`config.mk`:
```
export PLATFORM = sky130hd
export DESIGN_NAME = sdram_arb
export DESIGN_NICKNAME = d
export VERILOG_FILES = /design/src/rtl/sdram_arb_pkg.sv /design/src/rtl/sdram_arb_prio.sv /design/src/rtl/sdram_arb.sv
export SDC_FILE = /design/constraint.sdc
export NUM_CORES = 1
export LEC_CHECK = 0
export BUFFER_PORTS_ARGS = -buffer_cell sky130_fd_sc_hd__clkbuf_2
export CORE_UTILIZATION = 50
export CTS_CLUSTER_DIAMETER = 40
export DETAILED_ROUTE_END_ITERATION = 16
export PLACE_DENSITY = 0.81
export SYNTH_ARGS = -nofsm -noshare
export SYNTH_HDL_FRONTEND = slang
export SYNTH_SLANG_ARGS = --single-unit
```
`constraint.sdc`:
```
create_clock -name clk -period 5 [get_ports clk]
set_clock_uncertainty 0.15 [all_clocks]
set_input_delay 0.75 -clock clk [delete_from_list [all_inputs] [get_ports clk]]
set_output_delay 0.75 -clock clk [all_outputs]
set_load 0.02 [all_outputs]
```
`src/rtl/sdram_arb_pkg.sv`:
```
// Shared types and default timing constants for the sdram host-port arbiter.
package sdram_arb_pkg;

  typedef enum logic [2:0] {
    IDLE,
    ISSUE,
    WAIT,
    DONE,
    GAP
  } arb_state_t;

  typedef enum logic [1:0] {
    REQ_LD,
    REQ_CPU,
    REQ_DMA
  } req_id_t;

  localparam int unsigned DEF_SLOT_CYCLES = 16;
  localparam int unsigned DEF_GAP_CYCLES  = 2;
  localparam int unsigned DEF_DMA_MAXWAIT = 3;
  localparam int unsigned ADDR_W          = 25;
  localparam int unsigned DATA_W          = 8;

endpackage

```
`src/rtl/sdram_arb_prio.sv`:
```
// Fixed-priority grant (ld > cpu > dma) with a starvation override for dma.
module sdram_arb_prio
  import sdram_arb_pkg::*;
#(
  parameter int unsigned DMA_MAXWAIT = DEF_DMA_MAXWAIT
) (
  input  logic       i_ld_req,
  input  logic       i_cpu_req,
  input  logic       i_dma_req,
  input  logic [1:0] i_dma_wait,
  output req_id_t    o_grant,
  output logic       o_valid
);

  logic w_dma_starved;

  assign w_dma_starved = i_dma_req && (i_dma_wait == 2'(DMA_MAXWAIT));

  always_comb begin
    o_valid = i_ld_req | i_cpu_req | i_dma_req;
    o_grant = REQ_LD;
    if (w_dma_starved)  o_grant = REQ_DMA;
    else if (i_ld_req)  o_grant = REQ_LD;
    else if (i_cpu_req) o_grant = REQ_CPU;
    else if (i_dma_req) o_grant = REQ_DMA;
  end

endmodule

```
`src/rtl/sdram_arb.sv`:
```
// Three-way arbiter/sequencer turning ld/cpu/dma requests into fixed-length
// sd_rd/sd_we slots on the sdram host port.
module sdram_arb
  import sdram_arb_pkg::*;
#(
  parameter int unsigned SLOT_CYCLES = DEF_SLOT_CYCLES,
  parameter int unsigned GAP_CYCLES  = DEF_GAP_CYCLES,
  parameter int unsigned DMA_MAXWAIT = DEF_DMA_MAXWAIT
) (
  input  logic              clk,
  input  logic              reset,
  input  logic              ld_req,
  input  logic              cpu_req,
  input  logic              dma_req,
  input  logic              ld_we,
  input  logic              cpu_we,
  input  logic              dma_we,
  input  logic [ADDR_W-1:0] ld_addr,
  input  logic [ADDR_W-1:0] cpu_addr,
  input  logic [ADDR_W-1:0] dma_addr,
  input  logic [DATA_W-1:0] ld_din,
  input  logic [DATA_W-1:0] cpu_din,
  input  logic [DATA_W-1:0] dma_din,
  output logic              ld_ack,
  output logic              cpu_ack,
  output logic              dma_ack,
  output logic [DATA_W-1:0] ld_dout,
  output logic [DATA_W-1:0] cpu_dout,
  output logic [DATA_W-1:0] dma_dout,
  output logic [ADDR_W-1:0] sd_addr,
  output logic [DATA_W-1:0] sd_din,
  output logic              sd_we,
  output logic              sd_rd,
  input  logic [DATA_W-1:0] sd_dout
);

  localparam int unsigned CNT_W =
    $clog2((SLOT_CYCLES > GAP_CYCLES) ? SLOT_CYCLES : GAP_CYCLES) + 1;

  arb_state_t        r_state, w_next;
  req_id_t           r_idx, w_grant;
  logic              w_valid;
  logic [1:0]        r_dma_wait;
  logic [CNT_W-1:0]  r_cnt;
  logic              r_we;
  logic [ADDR_W-1:0] r_addr, r_sd_addr, w_addr;
  logic [DATA_W-1:0] r_din, r_sd_din, w_din;
  logic              w_we;
  logic              r_sd_we, r_sd_rd;
  logic [2:0]        r_ack;
  logic [DATA_W-1:0] r_ld_dout, r_cpu_dout, r_dma_dout;

  sdram_arb_prio #(
    .DMA_MAXWAIT(DMA_MAXWAIT)
  ) u_prio (
    .i_ld_req  (ld_req),
    .i_cpu_req (cpu_req),
    .i_dma_req (dma_req),
    .i_dma_wait(r_dma_wait),
    .o_grant   (w_grant),
    .o_valid   (w_valid)
  );

  always_comb begin
    w_addr = ld_addr;
    w_din  = ld_din;
    w_we   = ld_we;
    case (w_grant)
      REQ_CPU: begin w_addr = cpu_addr; w_din = cpu_din; w_we = cpu_we; end
      REQ_DMA: begin w_addr = dma_addr; w_din = dma_din; w_we = dma_we; end
      default: ;
    endcase
  end

  // WAIT tests the count before decrementing (SLOT_CYCLES high cycles), while
  // GAP leaves as the count reaches zero, giving one op per SLOT+GAP+2 cycles.
  always_comb begin
    w_next = r_state;
    case (r_state)
      IDLE:    if (w_valid) w_next = ISSUE;
      ISSUE:   w_next = WAIT;
      WAIT:    if (r_cnt == '0) w_next = DONE;
      DONE:    w_next = GAP;
      GAP:     if (r_cnt <= CNT_W'(1)) w_next = IDLE;
      default: w_next = IDLE;
    endcase
  end

  always_ff @(posedge clk) begin
    if (reset) r_state <= IDLE;
    else       r_state <= w_next;
  end

  always_ff @(posedge clk) begin
    if (reset) begin
      r_idx      <= REQ_LD;
      r_dma_wait <= '0;
      r_cnt      <= '0;
      r_we       <= 1'b0;
      r_addr     <= '0;
      r_din      <= '0;
      r_sd_addr  <= '0;
      r_sd_din   <= '0;
      r_sd_we    <= 1'b0;
      r_sd_rd    <= 1'b0;
      r_ack      <= '0;
      r_ld_dout  <= '0;
      r_cpu_dout <= '0;
      r_dma_dout <= '0;
    end else begin
      r_ack <= '0;

      if (!dma_req) begin
        r_dma_wait <= '0;
      end else if (r_state == IDLE && w_valid) begin
        if (w_grant == REQ_DMA)   r_dma_wait <= '0;
        else if (r_dma_wait != '1) r_dma_wait <= r_dma_wait + 2'd1;
      end

      case (r_state)
        IDLE: if (w_valid) begin
          r_idx  <= w_grant;
          r_addr <= w_addr;
          r_din  <= w_din;
          r_we   <= w_we;
        end
        ISSUE: begin
          r_sd_addr <= r_addr;
          r_sd_din  <= r_din;
          r_sd_we   <= r_we;
          r_sd_rd   <= ~r_we;
          r_cnt     <= CNT_W'(SLOT_CYCLES - 1);
        end
        WAIT: if (r_cnt == '0) begin
          // Strobe drop, ack and data capture are registered together so
          // they all appear in the DONE cycle.
          r_sd_we <= 1'b0;
          r_sd_rd <= 1'b0;
          case (r_idx)
            REQ_CPU: begin
              r_ack[1] <= 1'b1;
              if (!r_we) r_cpu_dout <= sd_dout;
            end
            REQ_DMA: begin
              r_ack[2] <= 1'b1;
              if (!r_we) r_dma_dout <= sd_dout;
            end
            default: begin
              r_ack[0] <= 1'b1;
              if (!r_we) r_ld_dout <= sd_dout;
            end
          endcase
        end else begin
          r_cnt <= r_cnt - CNT_W'(1);
        end
        DONE: r_cnt <= CNT_W'(GAP_CYCLES - 1);
        GAP:  if (r_cnt != '0) r_cnt <= r_cnt - CNT_W'(1);
        default: ;
      endcase
    end
  end

  assign ld_ack   = r_ack[0];
  assign cpu_ack  = r_ack[1];
  assign dma_ack  = r_ack[2];
  assign ld_dout  = r_ld_dout;
  assign cpu_dout = r_cpu_dout;
  assign dma_dout = r_dma_dout;
  assign sd_addr  = r_sd_addr;
  assign sd_din   = r_sd_din;
  assign sd_we    = r_sd_we;
  assign sd_rd    = r_sd_rd;

endmodule

```
* Word-level counts from Yosys, hierarchy flattened *
Cells that the tools add are included.

cells by class
  add/sub/neg operators = 2
  order comparisons = 1
  equality and inequality tests = 15
  multiplexer cells = 22
  bitwise gates (word level) = 7
  reductions and logical operators = 19

operators with widths
  cell                   count
  $pmux W25 S2           1
  $pmux W5 S4            1
  $pmux W8 S2            1
  $pmux W3 S5            1
  $mux W2                6
  $ne A2 B2 Y1 const B   6
  $reduce_and A4 Y1      3
  $mux W5                2
  $mux W3                3
  $eq A2 B2 Y1 const B   3
  $eq A3 B2 Y1 const B   2
  $pmux W1 S2            3
  $reduce_and A2 Y1      3
  $reduce_and A3 Y1      2
  $le A5 B1 Y1 const B   1
  $logic_not A5 Y1       1
  $not A1 Y1             5
  $reduce_bool A5 Y1     1
  $sub A5 B1 Y5 const B  1
  $eq A2 B1 Y1 const B   2
  $mux W1                4
  $reduce_bool A2 Y1     2
  $reduce_bool A4 Y1     1
  $reduce_or A2 Y1       2
  other kinds (7)        9

word-level totals
  register bits after elaboration = 108
  output and inout bits = 62
  word-level logic and storage cells = 81

* Depth between registers and ports, before layout *
  word-level depth = 7
  mapped depth = 10
  mapped depth without buffers = 8

* Modules after synthesis *
A second synthesis with hierarchy kept.

unflattened totals
  cell total of the unflattened synthesis = 610
  area, all modules = 4800.9 um^2

modules (own cells, without submodules)
  module          times used  cells an instance  area an instance (um^2)  sequential area each (um^2)
  sdram_arb       1           605                4767.1                   2162.1
  sdram_arb_prio  1           5                  33.8                     0.0

* Worst setup path before layout *
Ideal clock, no wire load.

  kind = input-to-reg
  start point = input port cpu_req
  end point = register r_addr[10]
  setup time = 0.070 ns
  arrival time = 2.326 ns
  required time = 4.780 ns
  setup slack = 2.454 ns
  cell stages on the path = 10
  buffers on the path = 2
  path through = inv_1 a211oi_1 inv_1 ha_1 clkbuf_1 buf_1 nand2_1 o21ai_0 nand2_1 a21oi_1

on the way
  cells in the longest elaborated chain, start to end = 5
  elaborated cells between the ends (all ways) = 9

RTL lines
  what                                          RTL line              text
  start: declaration                            sdram_arb.sv:13       input logic cpu_req,
  $mux W2 (*)                                   sdram_arb_prio.sv:24  else if (i_cpu_req) o_grant = REQ_CPU;
  $mux W2 (*)                                   sdram_arb_prio.sv:23  else if (i_ld_req) o_grant = REQ_LD;
  $mux W2 (*)                                   sdram_arb_prio.sv:22  if (w_dma_starved) o_grant = REQ_DMA;
  net u_prio.o_grant[0]                         sdram_arb_prio.sv:11  output req_id_t o_grant,
  $eq A2 B2 Y1 or $eq A2 B1 Y1 (tied branches)  sdram_arb.sv:68       case (w_grant)
  $pmux W25 S2 (*)                              sdram_arb.sv:68
  end signal: assignment                        sdram_arb.sv:123      r_addr <= w_addr;
  end: declaration                              sdram_arb.sv:46       logic [ADDR_W-1:0] r_addr, r_sd_addr, w_addr;

The timed path passes the listed nets; every way through them passes the cells marked *.
A chain may end at the register's enable or synchronous reset.

* Worst setup path in the final report *
  start point = register r_dma_wait[0]
  end point = register r_addr[12]

on the way
  cells in the longest elaborated chain, start to end = 5
  elaborated cells between the ends (all ways) = 6

RTL lines
  what                                          RTL line              text
  start: declaration                            sdram_arb.sv:43       logic [1:0] r_dma_wait;
  start signal: assignment                      sdram_arb.sv:117      else if (r_dma_wait != '1) r_dma_wait <= r_dma_wait + 2'd1;
  $eq A2 B2 Y1 (*)                              sdram_arb_prio.sv:17  assign w_dma_starved = i_dma_req && (i_dma_wait == 2'(DMA_MAXWAIT));
  $logic_and A1 B1 Y1 (*)                       sdram_arb_prio.sv:17
  $mux W2 (*)                                   sdram_arb_prio.sv:22
  net u_prio.o_grant[0]                         sdram_arb_prio.sv:11
  $eq A2 B2 Y1 or $eq A2 B1 Y1 (tied branches)  sdram_arb.sv:68
  $pmux W25 S2 (*)                              sdram_arb.sv:68

Marks and branches as above.

==> results.py <==
metrics = {
    "layout": {
        "diodes": 0,
        "num-nets-final": 876,
        "syn_to_final_growth_pct": 22.2,
        "drive_gt1_share_pct": 27.1,
        "finalInstanceArea_um2": 5790,
        "fin_cells": 870,
    },
    "setup_path": {
        "crit_fanout": 21,
        "cpPeakStageDelay_ns": 0.88,
        "reg2reg_depth": 8,
        "crit_arrival_ns": 3.13,
        "required_ns": 5.15,
        "crit_path_frequent_cell": "ha_1",
        "start_kind": "flip-flop",
        "cpMaxStageDelayCell": "ha_1",
        "end_kind": "flip-flop",
        "path_cells": "ha_1, a211oi_1, ha_1, buf_4, a22oi_1, o21ai_0, nand2_1, a21oi_1",
        "worstSetupPathType": "flip-flop to flip-flop",
    },
    "timing": {
        "setup_tns_ns": 0,
        "rsz0062_at_grt": "false",
        "hold_viol": 0,
        "timing.fmax_mhz": 335,
        "slew_headroom_pct": 31.6,
        "worst_pin_slew_ns": 1.03,
        "finalCritPeriodShare_pct": 59.7,
        "finalSetupViolCount": 0,
        "slew_violations": 0,
        "period_needed_ns": 2.98,
    },
    "pwr": {
        "peakVddDrop_mv": 0.171,
        "swShare_pct": 33.9,
        "total_power_uw": 1930,
        "p_seq_share_pct": 51.0,
        "leakage_uw": 0.00266,
        "power.clock.fraction_pct": 25.5,
        "p_sw_uw": 655,
        "p_per_area_nw_per_um2": 334,
        "combPwrFrac_pct": 23.5,
        "intPower_uw": 1280,
    },
    "synth": {
        "ys_seq_area_share_pct": 45.7,
        "synth_warnings": 0,
        "synth_edf_count": 0,
        "ys_seq_elements": 108,
        "synth_area_um2": 4740,
        "ys_types": 35,
        "synth.avg_cell_area_um2": 7.76,
        "synth_fp_nets": 732,
        "ys.flop_type": "dfxtp_1",
        "async_reset_ff_share_pct": 0,
        "syn_inst": 610,
    },
    "routing": {
        "drtPass1Iterations": 5,
        "ant_nets": 0,
        "num_vias": 4723,
        "drc_errors": 0,
        "avgRoutedWirePerCell_um": 13.6,
        "wirelength_um": 11800,
        "viasPerCell": 5.43,
        "drt_iter0_drc": 292,
    },
    "grt": {
        "grt.total_usage_pct": 24.5,
        "grt_pass1_wl_um": 19400,
        "antenna_found_initial": 0,
        "grt_pass1_vias": 4245,
        "grt_max_degree": 108,
        "overflow": 0,
    },
    "outcome": {
        "status": "finished, final reports clean",
    },
    "floorplanning": {
        "initial_core_util_pct": 51.5,
        "coreArea_um2": 9200,
        "die_w_um": 99.3,
        "boundaryPins": 177,
        "die-height_um": 99.3,
        "rows": 35,
        "dieArea_um2": 9860,
    },
    "placed_design": {
        "portBuffers": 176,
        "dp.cells": 854,
        "detailed_place_hpwl_um": 8280,
        "place_congestion": 0.808,
        "post_dp_cell_area_um2": 5610,
    },
    "clocking": {
        "h-tree-depth": 3,
        "clk_pin_slew_ns": 0.11,
        "cts_buffer_depth": 2,
        "post_cts_buffers": 0,
        "post_cts_resize_count": 0,
        "clk-insertion-delay-late_ns": 0.37,
        "ctsHoldBuffers": 0,
        "cts.sinks": 108,
        "root_buffer": "clkbuf_8",
        "cts_buffers": 9,
        "cts_tree": "yes",
    },
    "min_path": {
        "hold_path.class": "flip-flop to flip-flop",
        "hold_depth": 2,
    },
    "flow_run": {
        "maxCapViolCount": 0,
    },
}
==> power by group through the flow <==
stage	sequential (uW)	clock, uW	combinational, uW
3_3_place_gp	1000	0	441
4_1_cts	985	505	458
6_report	986	493	455
2_1_floorplan	1000	0	314
3_5_place_dp	1000	0	457
5_1_grt	995	540	515
==> worst paths after layout <==
| check | to | startpoint | slack (ns) |
|---|---|---|---|
| max | r_addr[12] | r_dma_wait[0] | 2.02 |
| min | sd_addr[7] | r_addr[7] | 0.30 |
| max reg2reg | r_addr[12] | r_dma_wait[0] | 2.02 |
| min reg2reg | sd_addr[7] | r_addr[7] | 0.30 |
==> through the flow <==
| stage | hold WS [ns] | setup slack (ns) | utilization (%) |
|---|---|---|---|
| finish | 0.296 | 2.02 | 63.0 |
| global route | 0.323 | 1.80 | 63.0 |
| CTS | 0.299 | 2.03 | 63.0 |
| detailed placement | 0.296 | 1.76 | 61.0 |
| global placement | 0.286 | 1.90 | 61.0 |
| floorplan | 0.282 | 2.45 | - |
==> cell usage after synthesis (all sizes together) (2+ instances only) <==
library cell,n,area (um2)
buf,9,46.3
nor3b,2,15.0
nand2,174,653
ha,7,87.6
nand3,3,15.0
a21oi,82,410
nor4b,2,32.5
dfxtp,108,2160
a31oi,4,25.0
inv,8,30.0
nand3b,3,22.5
mux2i,24,240
nor2b,4,25.0
nor2,34,130
nand4,3,37.5
a22oi,34,255
o21ai,44,220
or3,2,12.5
nand2b,6,37.5
nor3,4,20.0
clkbuf,37,139
a211oi,2,15.0
or2,3,18.8
and2,3,18.8
a311oi,2,17.5
==> state kept, by name, summed over array words and instances (netlist names) <==
register    cells
sd_rd           1
r_addr         25
r_cnt           5
ld_dout         8
r_we            1
r_state         3
r_dma_wait      2
r_din           8
dma_dout        8
r_idx           2
sd_din          8
sd_addr        25
r_ack           3
cpu_dout        8
sd_we           1
==> logic make-up after synthesis <==
group | count (synthesis) | share of synthesized area, %
AOI/OAI and AO/OA | 170 | 20.3
DFF | 108 | 45.7
muxes | 24 | 5.07
adders and majority gates | 7 | 1.85
buffers and inverters | 54 | 4.54
and+or+nand+nor | 247 | 22.6
==> final cells by class <==
type | count | area, um2
clock buffers | 9 | 124
clock inverters | 7 | 60.1
fillers | 823 | 3410
inverters | 8 | 30.0
multi-input cells | 448 | 2370
flip-flops and latches | 108 | 2160
well taps | 111 | 139
repair buffers | 179 | 906
==> per-layer routing <==
metal | GRT usage, % | vias to the layer above | share of wire, %
met5 | 0 | - | 0
met3 | 5.13 | 17 | 6.7
met4 | 8.60 | 0 | 2.2
li1 | - | 2353 | -
met2 | 42.3 | 192 | 49
met1 | 30.5 | 2161 | 43
==> cell usage in the layout (no fill, tap or decap), types with 6 or more instances in the layout <==
master    Yosys  final
mux2i_1      24     24
clkbuf_8      0      9
nand2_1     174    174
clkbuf_2      0    175
dfxtp_1     108    108
ha_1          7      6
inv_1         8      8
nor2_1       33     32
o21ai_0      44     44
nand2b_1      6      6
a21oi_1      82     82
a22oi_1      34     34
==> critical path: cells and delay by family (launching register included) <==
kind	cells	cell delay, ns
DFF	1	0.34
buffers and inverters	1	0.33
AOI/OAI and AO/OA	4	0.87
adders and majority gates	2	1.13
and+or+nand+nor	1	0.09
No activity file was read; power rests on OpenSTA's default activity.
